**src/rtl/elevator_pkg.sv**
```systemverilog
// rtl/elevator_pkg.sv - shared timebase constants for the elevator controller
package elevator_pkg;

  localparam int unsigned CLK_FREQ_HZ = 50000000;

  localparam logic MODE_TRAVEL = 1'b0;
  localparam logic MODE_DOOR   = 1'b1;

  // One floor per second of travel, two seconds of door dwell at 50 MHz
  localparam int unsigned TRAVEL_CYCLES_DEF = 50000000;
  localparam int unsigned DOOR_CYCLES_DEF   = 100000000;
  localparam int unsigned DIV_W_DEF         = 27;

endpackage

```
**src/rtl/elevator_tick_gen_rise_detect.sv**
```systemverilog
// rtl/elevator_tick_gen_rise_detect.sv - per-bit rising-edge detector for floor sensors
module rise_detect #(
  parameter int unsigned W = 3
) (
  input  logic         i_clk,
  input  logic         i_rst,
  input  logic [W-1:0] i_d,
  output logic [W-1:0] o_rise
);

  logic [W-1:0] r_q;

  always_ff @(posedge i_clk) begin
    if (i_rst) begin
      r_q <= '0;
    end else begin
      r_q <= i_d;
    end
  end

  // Combinational so a restart acts in the same cycle the sensor rises
  assign o_rise = i_d & ~r_q;

endmodule

```
**src/rtl/elevator_tick_gen.sv**
```systemverilog
// rtl/elevator_tick_gen.sv - mode-selectable tick/square-wave timebase with floor restart
module elevator_tick_gen
  import elevator_pkg::*;
#(
  parameter int unsigned CLK_FREQ      = CLK_FREQ_HZ,
  parameter int unsigned TRAVEL_CYCLES = TRAVEL_CYCLES_DEF,
  parameter int unsigned DOOR_CYCLES   = DOOR_CYCLES_DEF,
  parameter int unsigned DIV_W         = DIV_W_DEF,
  parameter int unsigned N_FLOORS      = 3,
  parameter int unsigned CNT_W         = 4
) (
  input  logic                clk_50,
  input  logic                rst,
  input  logic                enable,
  input  logic                mode,
  input  logic [N_FLOORS-1:0] floor_hit,
  output logic                tick,
  output logic                sq,
  output logic [CNT_W-1:0]    tick_count,
  output logic                busy
);

  localparam longint unsigned LP_DIV_MAX = (64'd1 << DIV_W) - 64'd1;
  localparam logic [DIV_W-1:0] LP_TRAVEL = DIV_W'(TRAVEL_CYCLES);
  localparam logic [DIV_W-1:0] LP_DOOR   = DIV_W'(DOOR_CYCLES);

  if (CLK_FREQ == 0) begin : g_bad_clk
    $error("elevator_tick_gen: CLK_FREQ must be non-zero");
  end
  if (TRAVEL_CYCLES < 2 || DOOR_CYCLES < 2) begin : g_bad_period
    $error("elevator_tick_gen: TRAVEL_CYCLES and DOOR_CYCLES must be >= 2");
  end
  if (longint'(TRAVEL_CYCLES) > LP_DIV_MAX || longint'(DOOR_CYCLES) > LP_DIV_MAX) begin : g_bad_width
    $error("elevator_tick_gen: period does not fit in DIV_W bits");
  end

  logic [DIV_W-1:0]    r_div_cnt;
  logic                r_tick;
  logic                r_sq;
  logic [CNT_W-1:0]    r_tick_count;
  logic [N_FLOORS-1:0] w_rise;
  logic                w_restart;
  logic [DIV_W-1:0]    w_period;
  logic                w_terminal;

  rise_detect #(.W(N_FLOORS)) u_rise_detect (
    .i_clk  (clk_50),
    .i_rst  (rst),
    .i_d    (floor_hit),
    .o_rise (w_rise)
  );

  assign w_restart = |w_rise;
  assign w_period  = (mode == MODE_DOOR) ? LP_DOOR : LP_TRAVEL;
  // >= rather than == so a mid-period switch to a shorter period ticks instead of wrapping
  assign w_terminal = (r_div_cnt >= (w_period - DIV_W'(1)));

  always_ff @(posedge clk_50) begin
    if (rst) begin
      r_div_cnt    <= '0;
      r_tick       <= 1'b0;
      r_sq         <= 1'b0;
      r_tick_count <= '0;
    end else if (w_restart) begin
      r_div_cnt    <= '0;
      r_tick       <= 1'b0;
      r_sq         <= 1'b0;
      r_tick_count <= '0;
    end else if (!enable) begin
      r_div_cnt <= '0;
      r_tick    <= 1'b0;
    end else if (w_terminal) begin
      r_div_cnt <= '0;
      r_tick    <= 1'b1;
      r_sq      <= ~r_sq;
      if (r_tick_count != {CNT_W{1'b1}}) begin
        r_tick_count <= r_tick_count + CNT_W'(1);
      end
    end else begin
      r_div_cnt <= r_div_cnt + DIV_W'(1);
      r_tick    <= 1'b0;
    end
  end

  assign tick       = r_tick;
  assign sq         = r_sq;
  assign tick_count = r_tick_count;
  assign busy       = enable & (r_div_cnt != '0);

endmodule
```
**config.mk**
```make
export PLATFORM = sky130hd
export DESIGN_NAME = elevator_tick_gen
export DESIGN_NICKNAME = d
export VERILOG_FILES = /design/src/rtl/elevator_pkg.sv /design/src/rtl/elevator_tick_gen_rise_detect.sv /design/src/rtl/elevator_tick_gen.sv
export SDC_FILE = /design/constraint.sdc
export NUM_CORES = 1
export LEC_CHECK = 0
export CELL_PAD_IN_SITES_DETAIL_PLACEMENT = 1
export CELL_PAD_IN_SITES_GLOBAL_PLACEMENT = 2
export CORE_MARGIN = 2
export CORE_UTILIZATION = 38
export DETAILED_ROUTE_END_ITERATION = 10
export GPL_ROUTABILITY_DRIVEN = 0
export PLACE_DENSITY_LB_ADDON = 0.1
export SLEW_MARGIN = 20
export SYNTH_ARGS = -nofsm -noshare
export SYNTH_HDL_FRONTEND = slang
export SYNTH_SLANG_ARGS = --single-unit
```
**constraint.sdc**
```tcl
create_clock -name clk_50 -period 4.28 [get_ports clk_50]
set_clock_uncertainty 0.2 [all_clocks]
set_input_delay 1.07 -clock clk_50 [delete_from_list [all_inputs] [get_ports clk_50]]
set_output_delay 1.07 -clock clk_50 [all_outputs]
set_load 0.02 [all_outputs]
```
### After elaboration in Yosys (flattened, before gate mapping)

Index checks and enable logic that the tools add are counted.

| storage, ports and cells | value |
|---|---|
| register bits | 36 |
| input port bits | 7 |

| operators by class | value |
|---|---|
| add/subtract/negate cells | 3 |
| magnitude comparators | 1 |
| equal/unequal tests | 1 |
| mux-type cells | 2 |
| bitwise operators | 5 |
| reduce and logical (&&, ||, !) cells | 6 |

Operator list:

| operator | count |
|---|---|
| 27-bit by 1-bit adder with 27-bit output (second input constant) | 1 |
| 27-bit >= comparator | 1 |
| 27-bit two-way mux | 1 |
| 27-bit nonzero test | 1 |
| 27-bit by 1-bit subtractor with 27-bit output (second input constant) | 1 |
| 6-bit OR reduction | 1 |
| 5-bit OR reduction | 1 |
| 4-bit by 1-bit adder with 4-bit output (second input constant) | 1 |
| 4-bit inequality test (second input constant) | 1 |
| 4-bit OR reduction | 1 |
| 3-bit bitwise AND | 1 |
| 3-bit NOT | 1 |
| 3-bit AND reduction | 1 |
| 1-bit NOT | 2 |
| 2-bit AND reduction | 1 |
| 1-bit bitwise AND | 1 |
| 1-bit two-way mux | 1 |

### Depth between registers and ports, before layout

Gate-level depths: netlist (run 1).

| logic depth | value |
|---|---|
| depth after elaboration | 4 |
| depth in mapped cells | 9 |

### Hierarchy

Synthesis (run 1) repeated with hierarchy kept, for this count alone.

| unflattened totals | value |
|---|---|
| cell total of the unflattened synthesis | 214 |
| area total of the unflattened synthesis | 1901.8 µm² |

Modules (own cells, without submodules):

| module | times used | cells an instance | area each (µm²) | sequential area each (µm²) |
|---|---|---|---|---|
| elevator_tick_gen | 1 | 205 | 1796.7 | 660.6 |
| rise_detect | 1 | 9 | 105.1 | 60.1 |

### Worst setup path after synthesis (run 1)

Ideal clock, no wire load.

| path | value |
|---|---|
| path kind | input -> register |
| start point | input port mode |
| end point | register r_tick_count[0] (netlist: tick_count[0]) |
| library setup time | 72 ps |
| data arrival time | 2867 ps |
| required time | 4008 ps |
| slack | 1142 ps |
| stages | 8 |
| path buffers | 0 |
| cells stage by stage | inv_1 -> ha_1 -> nand4_1 -> or4_4 -> a311oi_2 -> o31ai_2 -> or3_1 -> a21oi_1 |

| between the ends | value |
|---|---|
| cells in the longest elaborated chain, start to end | 4 |

Ends and longest elaborated chain:

| element | line | RTL |
|---|---|---|
| start: declaration | elevator_tick_gen.sv:15 | `input logic mode,` |
| 27-bit two-way mux | elevator_tick_gen.sv:54 | `assign w_period = (mode == MODE_DOOR) ? LP_DOOR : LP_TRAVEL;` |
| 27-bit by 1-bit subtractor with 27-bit output | elevator_tick_gen.sv:56 | `assign w_terminal = (r_div_cnt >= (w_period - DIV_W'(1)));` |
| 27-bit >= comparator | elevator_tick_gen.sv:56 |  |
| 3-bit AND reduction (no source line) | -- |  |
| end signal: assignment | elevator_tick_gen.sv:77 | `r_tick_count <= r_tick_count + CNT_W'(1);` |
| end: declaration | elevator_tick_gen.sv:40 | `logic [CNT_W-1:0] r_tick_count;` |

No other way between the ends.
A chain may end at the register's enable or synchronous reset.

### Worst setup path in the final report (run 1)

Ends and elaborated chain as after synthesis.

==> results.md, run 1 <==
- Post-CTS setup buffer count: 0
- Htree depth: 2
- Post-synthesis register bit count: 36
- Setup violations, final: 0
- Cts bufs inserted: 5
- Root buffer cell: clkbuf_8
- Wire length per cell: 14.7 um
- Reg clk slew, reported paths: 70 ps
- Starting DRT DRC Count: 59
- Footprint of the multi-input gates: 1030 sq um
- YS warnings: 0
- Most frequent cells in the layout: nor2_1 (36), dfxtp_1 (36), nand3_1 (14)
- DIE AREA: 5330 sq um
- Synth unique cells: 35
- Placed cell count: 274
- FF/Latch Area: 721 sq um
- WP data required: 4290 ps
- Number of diodes: 0
- DR pass1 iterations: 3
- Hold Crit Class: flip-flop to flip-flop
- Post-CTS sizing: 0
- Fin nets: 246
- Port bufs: 13
- Latest clock arrival within the worst-skew pair: 280 ps
- Die Y: 73.0 um
- Syn Area/Cell: 8.70 sq um
- Global-route wire length before repair: 7110 um
- Tot GR Track Use: 0.174
- Drt total wl: 4130 um
- Tmin final: 3740 ps
- Final Non-Filler Cells: 282
- Layout filler cell count: 561
- Fin Setup TNS: 0 ps
- Antenna-violating nets left: 0
- Max-cap viol count: 0
- TritonCTS clock tree: yes
- TritonCTS Sinks: 36
- Arr. time, crit path: 3750 ps
- Sequential share of power: 0.553
- Pins Over Slew Limit: 0
- # IOs: 14
- RSZ-0062 raised after global routing: no
- WS Path Type: input port to flip-flop
- Hold Worst Slack: 282 ps
- Crit start category: input port
- Comb power frac: 0.036
- Share of layout cells above drive strength 1: 0.0482
- Core area: 4660 sq um
- Sw power: 0.131 mW
- CP max FO: 10
- Maximum vdd drop: 0.000206 V
- Tot Pwr: 0.610 mW
- Net Sw Frac: 0.215
- Final hold violations: 0
- Leak: 0.732 nW
- Vias in the first global route: 1517
- Internal Pwr Total: 0.478 mW
- Initial Util: 0.388
- R2R Setup Slk: 1710 ps
- Die Wd: 73.0 um
- Drt via density: 5.28
- Rel. slew slack: 0.534
- Slew @ Worst Pin: 698 ps
- Seq/Total Area, Yosys: 0.398
- Dpl hpwl: 3260 um
- Rows: 25
- Grt ovf: 0
- Max clock buf depth: 2
- Syn-to-layout area delta: 15.8%
- Initial antenna violation count: 0
- Synthesized area: 1810 sq um
- Post-route clock period utilization: 0.874
- Syn_nets: 227
- Pwr dens: 291 nW/um^2
- Drt drc: 0
- Largest net degree at the start of global routing: 16
- Routed vias: 1488
- Clock share of power: 0.411
- Fmax: 267 MHz
- Synth Instances: 208
- Outcome: complete, no violations
- Crit. End Element: flip-flop
- Hold-fix buffers, CTS: 0
through the flow:
stage	worst slack, ps	instance area, sq um	utilization
6_report	539	2100	0.450
5_1_grt	342	2100	0.450
4_1_cts	528	2100	0.450
3_5_place_dp	254	2010	0.430
3_3_place_gp	352	2010	0.430
2_1_floorplan	1140	1810	-
power groups by stage:
stage | combinational (mW) | sequential (mW) | clock, mW
2_1_floorplan | 0.00997 | 0.345 | 0
3_3_place_gp | 0.0207 | 0.345 | 0
3_5_place_dp | 0.0219 | 0.345 | 0
4_1_cts | 0.0221 | 0.337 | 0.259
5_1_grt | 0.0247 | 0.337 | 0.276
6_report | 0.0217 | 0.337 | 0.251
worst max-delay path: stages:
cell and delay [ps]:
clkdlybuf4s50_1 590, inv_1 160, ha_1 340, nand4_1 120, or4_4 440, a311oi_2 320, o31ai_2 200, or3_1 380
a21oi_1 140
logic make-up (layout without fill, tap and decap cells):
family          Yosys count  after routing  share of synthesized area
buf+inv                  15             35                     0.0346
flops                    36             36                      0.398
fa+ha+maj                12             12                     0.0829
simple gates            100            100                      0.278
xor+xnor                 26             26                      0.126
compound gates           19             19                     0.0809
layout make-up:
class	instances	share of cell area
tap	54	0.0322
timing repair buffer	15	0.0692
inverter	12	0.0215
sequential	36	0.344
multi-input combinational	157	0.490
clock buffer	8	0.0430
synth_stat cells, drive strengths merged:
cell / count / area share
nor2b: 5 / 0.017
a211oi: 1 / 0.0041
ha: 12 / 0.083
and2b: 1 / 0.0041
o21ai: 2 / 0.0055
nor4: 4 / 0.014
buf: 3 / 0.0097
and4: 4 / 0.019
a2111oi: 1 / 0.0048
xor2: 13 / 0.063
o211ai: 1 / 0.0041
o21ba: 1 / 0.0055
nand4: 6 / 0.021
xnor2: 13 / 0.063
nor4b: 1 / 0.0048
nor3: 7 / 0.019
o21a: 1 / 0.0041
or4: 1 / 0.0062
nor2: 36 / 0.075
nand3: 14 / 0.039
o31ai: 1 / 0.0069
dfxtp: 36 / 0.40
nand2: 11 / 0.023
a21o: 2 / 0.0083
and3: 4 / 0.014
o311a: 1 / 0.0055
or3: 3 / 0.010
a221o: 1 / 0.0055
inv: 12 / 0.025
a311oi: 1 / 0.0083
a21oi: 5 / 0.014
or3b: 1 / 0.0048
o21bai: 1 / 0.0041
and2: 2 / 0.0069
per-layer routing:
metal / up-vias / routed length (um) / GRT usage
li1: 759 / - / -
met2: 13 / 1990 / 0.279
met1: 711 / 2000 / 0.232
met3: 5 / 100 / 0.0414
met4: 0 / 48 / 0.0494
met5: - / 0 / 0
final timing paths:
kind / from / cells after the start / endpoint
worst max-delay path: mode / 9 / tick_count[0]
worst max register to register: r_div_cnt[17] / 7 / tick_count[0]
worst min-delay path: r_div_cnt[0] / 1 / r_div_cnt[0]
worst min register to register: r_div_cnt[0] / 1 / r_div_cnt[0]
registers in the layout (all words and copies together), names as in the netlist:
| signal | cells |
|---|---|
| tick | 1 |
| sq | 1 |
| tick_count | 4 |
| r_div_cnt | 27 |
| u_rise_detect.r_q | 3 |
Note: power is estimated with default switching activity, not from simulation.
==> run 2, diff against run 1 <==
--- a/config.mk
+++ b/config.mk
@@ -5,6 +5,7 @@
 export SDC_FILE = /design/constraint.sdc
 export NUM_CORES = 1
 export LEC_CHECK = 0
+export CAP_MARGIN = 20
 export CELL_PAD_IN_SITES_DETAIL_PLACEMENT = 1
 export CELL_PAD_IN_SITES_GLOBAL_PLACEMENT = 2
 export CORE_MARGIN = 2
==> results of run 2 <==
Final layout, timing and power as in run 1 (identical DEF).
==> run 3, diff against run 2 <==
--- a/config.mk
+++ b/config.mk
@@ -9,8 +9,9 @@
 export CELL_PAD_IN_SITES_DETAIL_PLACEMENT = 1
 export CELL_PAD_IN_SITES_GLOBAL_PLACEMENT = 2
 export CORE_MARGIN = 2
-export CORE_UTILIZATION = 38
+export CORE_UTILIZATION = 41
 export DETAILED_ROUTE_END_ITERATION = 10
+export DONT_BUFFER_PORTS = 1
 export GPL_ROUTABILITY_DRIVEN = 0
 export PLACE_DENSITY_LB_ADDON = 0.1
 export SLEW_MARGIN = 20
==> constraint.sdc (replaced) <==
create_clock -name clk_50 -period 4.28 [get_ports clk_50]
set_clock_uncertainty 0.2 [all_clocks]
set_input_delay 1.07 -clock clk_50 [delete_from_list [all_inputs] [get_ports clk_50]]
set_output_delay 1.07 -clock clk_50 [all_outputs]
set_load 0.005 [all_outputs]
==> results.md, run 3 (synthesis results as in run 1) <==
- Outcome: complete, no violations
- Worst path max stage delay: 650 ps (+60 ps)
- Fin Setup TNS: 0 ps (unchanged)
- Fin nets: 233 (-5.3%)
- Post-route clock period utilization: 0.723 (-0.151)
- Post-CTS sizing: 0 (unchanged)
- Comb power frac: 0.021 (-0.015)
- Fmax: 323 MHz (+21%)
- Critical path's top delay family: compound AO/OA/AOI/OAI gates
- Finished Cell Area: 1980 sq um (-5.5%)
- Max-cap viol count: 0 (unchanged)
- Tot GR Track Use: 0.201 (+0.0272)
- Cts bufs inserted: 5 (unchanged)
- Max reg flops: 27 (unchanged)
- Worst path cell trace: inv_1 > ha_1 > nand4_1 > nor2_1 > a221o_1 > o31ai_2 > o21ai_0 > a21oi_1
- Initial Util: 0.422 (+0.0332)
- Slowest CP cell: o31ai_2
- Routed vias: 1477 (-0.74%)
- Post-CTS setup buffer count: 0 (unchanged)
- Root buffer cell: clkbuf_8
- # IOs: 14 (unchanged)
- Worst r2r src: r_div_cnt[17]
- Largest net degree at the start of global routing: 28 (+12)
- Hold Worst Slack: 273 ps (-9.27 ps)
- Drt total wl: 4300 um (+4.0%)
- Hold Crit Class: flip-flop to flip-flop
- Starting DRT DRC Count: 73 (+24%)
- Maximum vdd drop: 0.000136 V (-34%)
- RSZ-0062 raised after global routing: no
- Antenna-violating nets left: 0 (unchanged)
- Pins Over Slew Limit: 0 (unchanged)
- Syn-to-layout area delta: 9.40%
- Hold Startpoint: r_div_cnt[0]
- Reg clk slew, reported paths: 70 ps (about the same)
- Hold-fix buffers, CTS: 0 (unchanged)
- CP max FO: 10 (unchanged)
- Core area: 4290 sq um (-7.9%)
- Dpl hpwl: 3160 um (-3.1%)
- Rows: 24 (-4.0%)
- Largest register by flop count: r_div_cnt
- Port bufs: 0 (-13)
- Vias in the first global route: 1570 (+3.5%)
- Drt drc: 0 (unchanged)
- DR pass1 iterations: 4 (+1)
- Most frequent cells in the layout: nor2_1 (36), dfxtp_1 (36), nand3_1 (14)
- Latest clock arrival within the worst-skew pair: 290 ps (about the same)
- Sequential share of power: 0.523 (-0.030)
- Rel. slew slack: 0.389 (-0.145)
- Layout filler cell count: 523 (-6.8%)
- DIE AREA: 4960 sq um (-6.9%)
- Placed cell areas: 1870 sq um (-6.6%)
- Number of diodes: 0 (unchanged)
- Arr. time, crit path: 3110 ps (-640 ps)
- Worst setup path startpoint: mode
- Net Sw Frac: 0.203 (-0.0125)
- Crit. End Element: flip-flop
- Grt ovf: 0 (unchanged)
- Buffers and inverters on the worst path: 1 (-1)
- Drt via density: 5.53 (+4.8%)
- Pwr dens: 326 nW/um^2 (+12%)
- Htree depth: 2 (unchanged)
- Final hold violations: 0 (unchanged)
- Clock share of power: 0.456 (+0.045)
- Leak: 0.696 nW (-5.0%)
- WS Path Type: input port to flip-flop
- Tmin final: 3090 ps (-646 ps)
- Die Wd: 70.5 um (-3.5%)
- TritonCTS Sinks: 36 (unchanged)
- Share of layout cells above drive strength 1: 0.0558 (+0.00757)
- Initial antenna violation count: 0 (unchanged)
- Die Y: 70.5 um (-3.5%)
- Sw power: 0.131 mW (-0.30%)
- TritonCTS clock tree: yes
- WP data required: 4300 ps (about the same)
- Internal Pwr Total: 0.514 mW (+7.5%)
- Crit start category: input port
- Setup violations, final: 0 (unchanged)
- Global-route wire length before repair: 7730 um (+8.6%)
- Slew @ Worst Pin: 893 ps (+196 ps)
- Wire length per cell: 16.1 um (+9.8%)
- Max clock buf depth: 2 (unchanged)
==> run 3: per-layer routing <==
metal | global-route usage | vias up | share of wire
met2 | 0.341 | 23 | 0.50
met1 | 0.250 | 710 | 0.45
met5 | 0 | - | 0
met4 | 0.0662 | 0 | 0.019
li1 | - | 734 | -
met3 | 0.0462 | 10 | 0.037
==> run 3: worst reg2reg max path: stages, from the launching register on <==
cell and delay [ps]:
dfxtp_1 380, ha_1 340, nand4_1 120, or4_4 440, a311oi_2 310, o31ai_2 200
or3_1 380, a21oi_1 160
==> run 3: stage by stage <==
| stage | setup WS, ps | power, mW | utilization | std cells |
|---|---|---|---|---|
| 3_3_place_gp | 1030 | 0.358 | 0.436 | 259 |
| 5_1_grt | 1010 | 0.674 | 0.461 | 267 |
| 4_1_cts | 1200 | 0.655 | 0.461 | 267 |
| 6_report | 1190 | 0.645 | 0.461 | 267 |
| 3_5_place_dp | 909 | 0.359 | 0.436 | 259 |
| 2_1_floorplan | 1140 | 0.355 | - | 208 |
==> run 3: power by group through the flow <==
stage | Sequential (mW) | Combinational (mW) | Clock (mW)
4_1_cts | 0.337 | 0.0140 | 0.304
3_3_place_gp | 0.345 | 0.0126 | 0
2_1_floorplan | 0.345 | 0.00973 | 0
3_5_place_dp | 0.345 | 0.0138 | 0
6_report | 0.337 | 0.0135 | 0.295
5_1_grt | 0.337 | 0.0158 | 0.321
==> run 3: path summary, 6_finish.rpt <==
check / endpoint / slack, ps / cells after the start
min: r_div_cnt[0] / 270 / 1
min reg2reg: r_div_cnt[0] / 270 / 1
max reg2reg: tick_count[0] / 1680 / 7
max: tick_count[0] / 1190 / 8
==> run 3: layout make-up <==
type                    instances  area (sq um)  share of cell area
multi-input cells             157          1030               0.519
flip-flops and latches         36           721               0.364
clock buffers                   6          72.6              0.0366
well taps                      52          65.1              0.0328
inverters                      12          45.0              0.0227
clock inverters                 2          35.0              0.0177
repair buffers                  2          15.0             0.00758
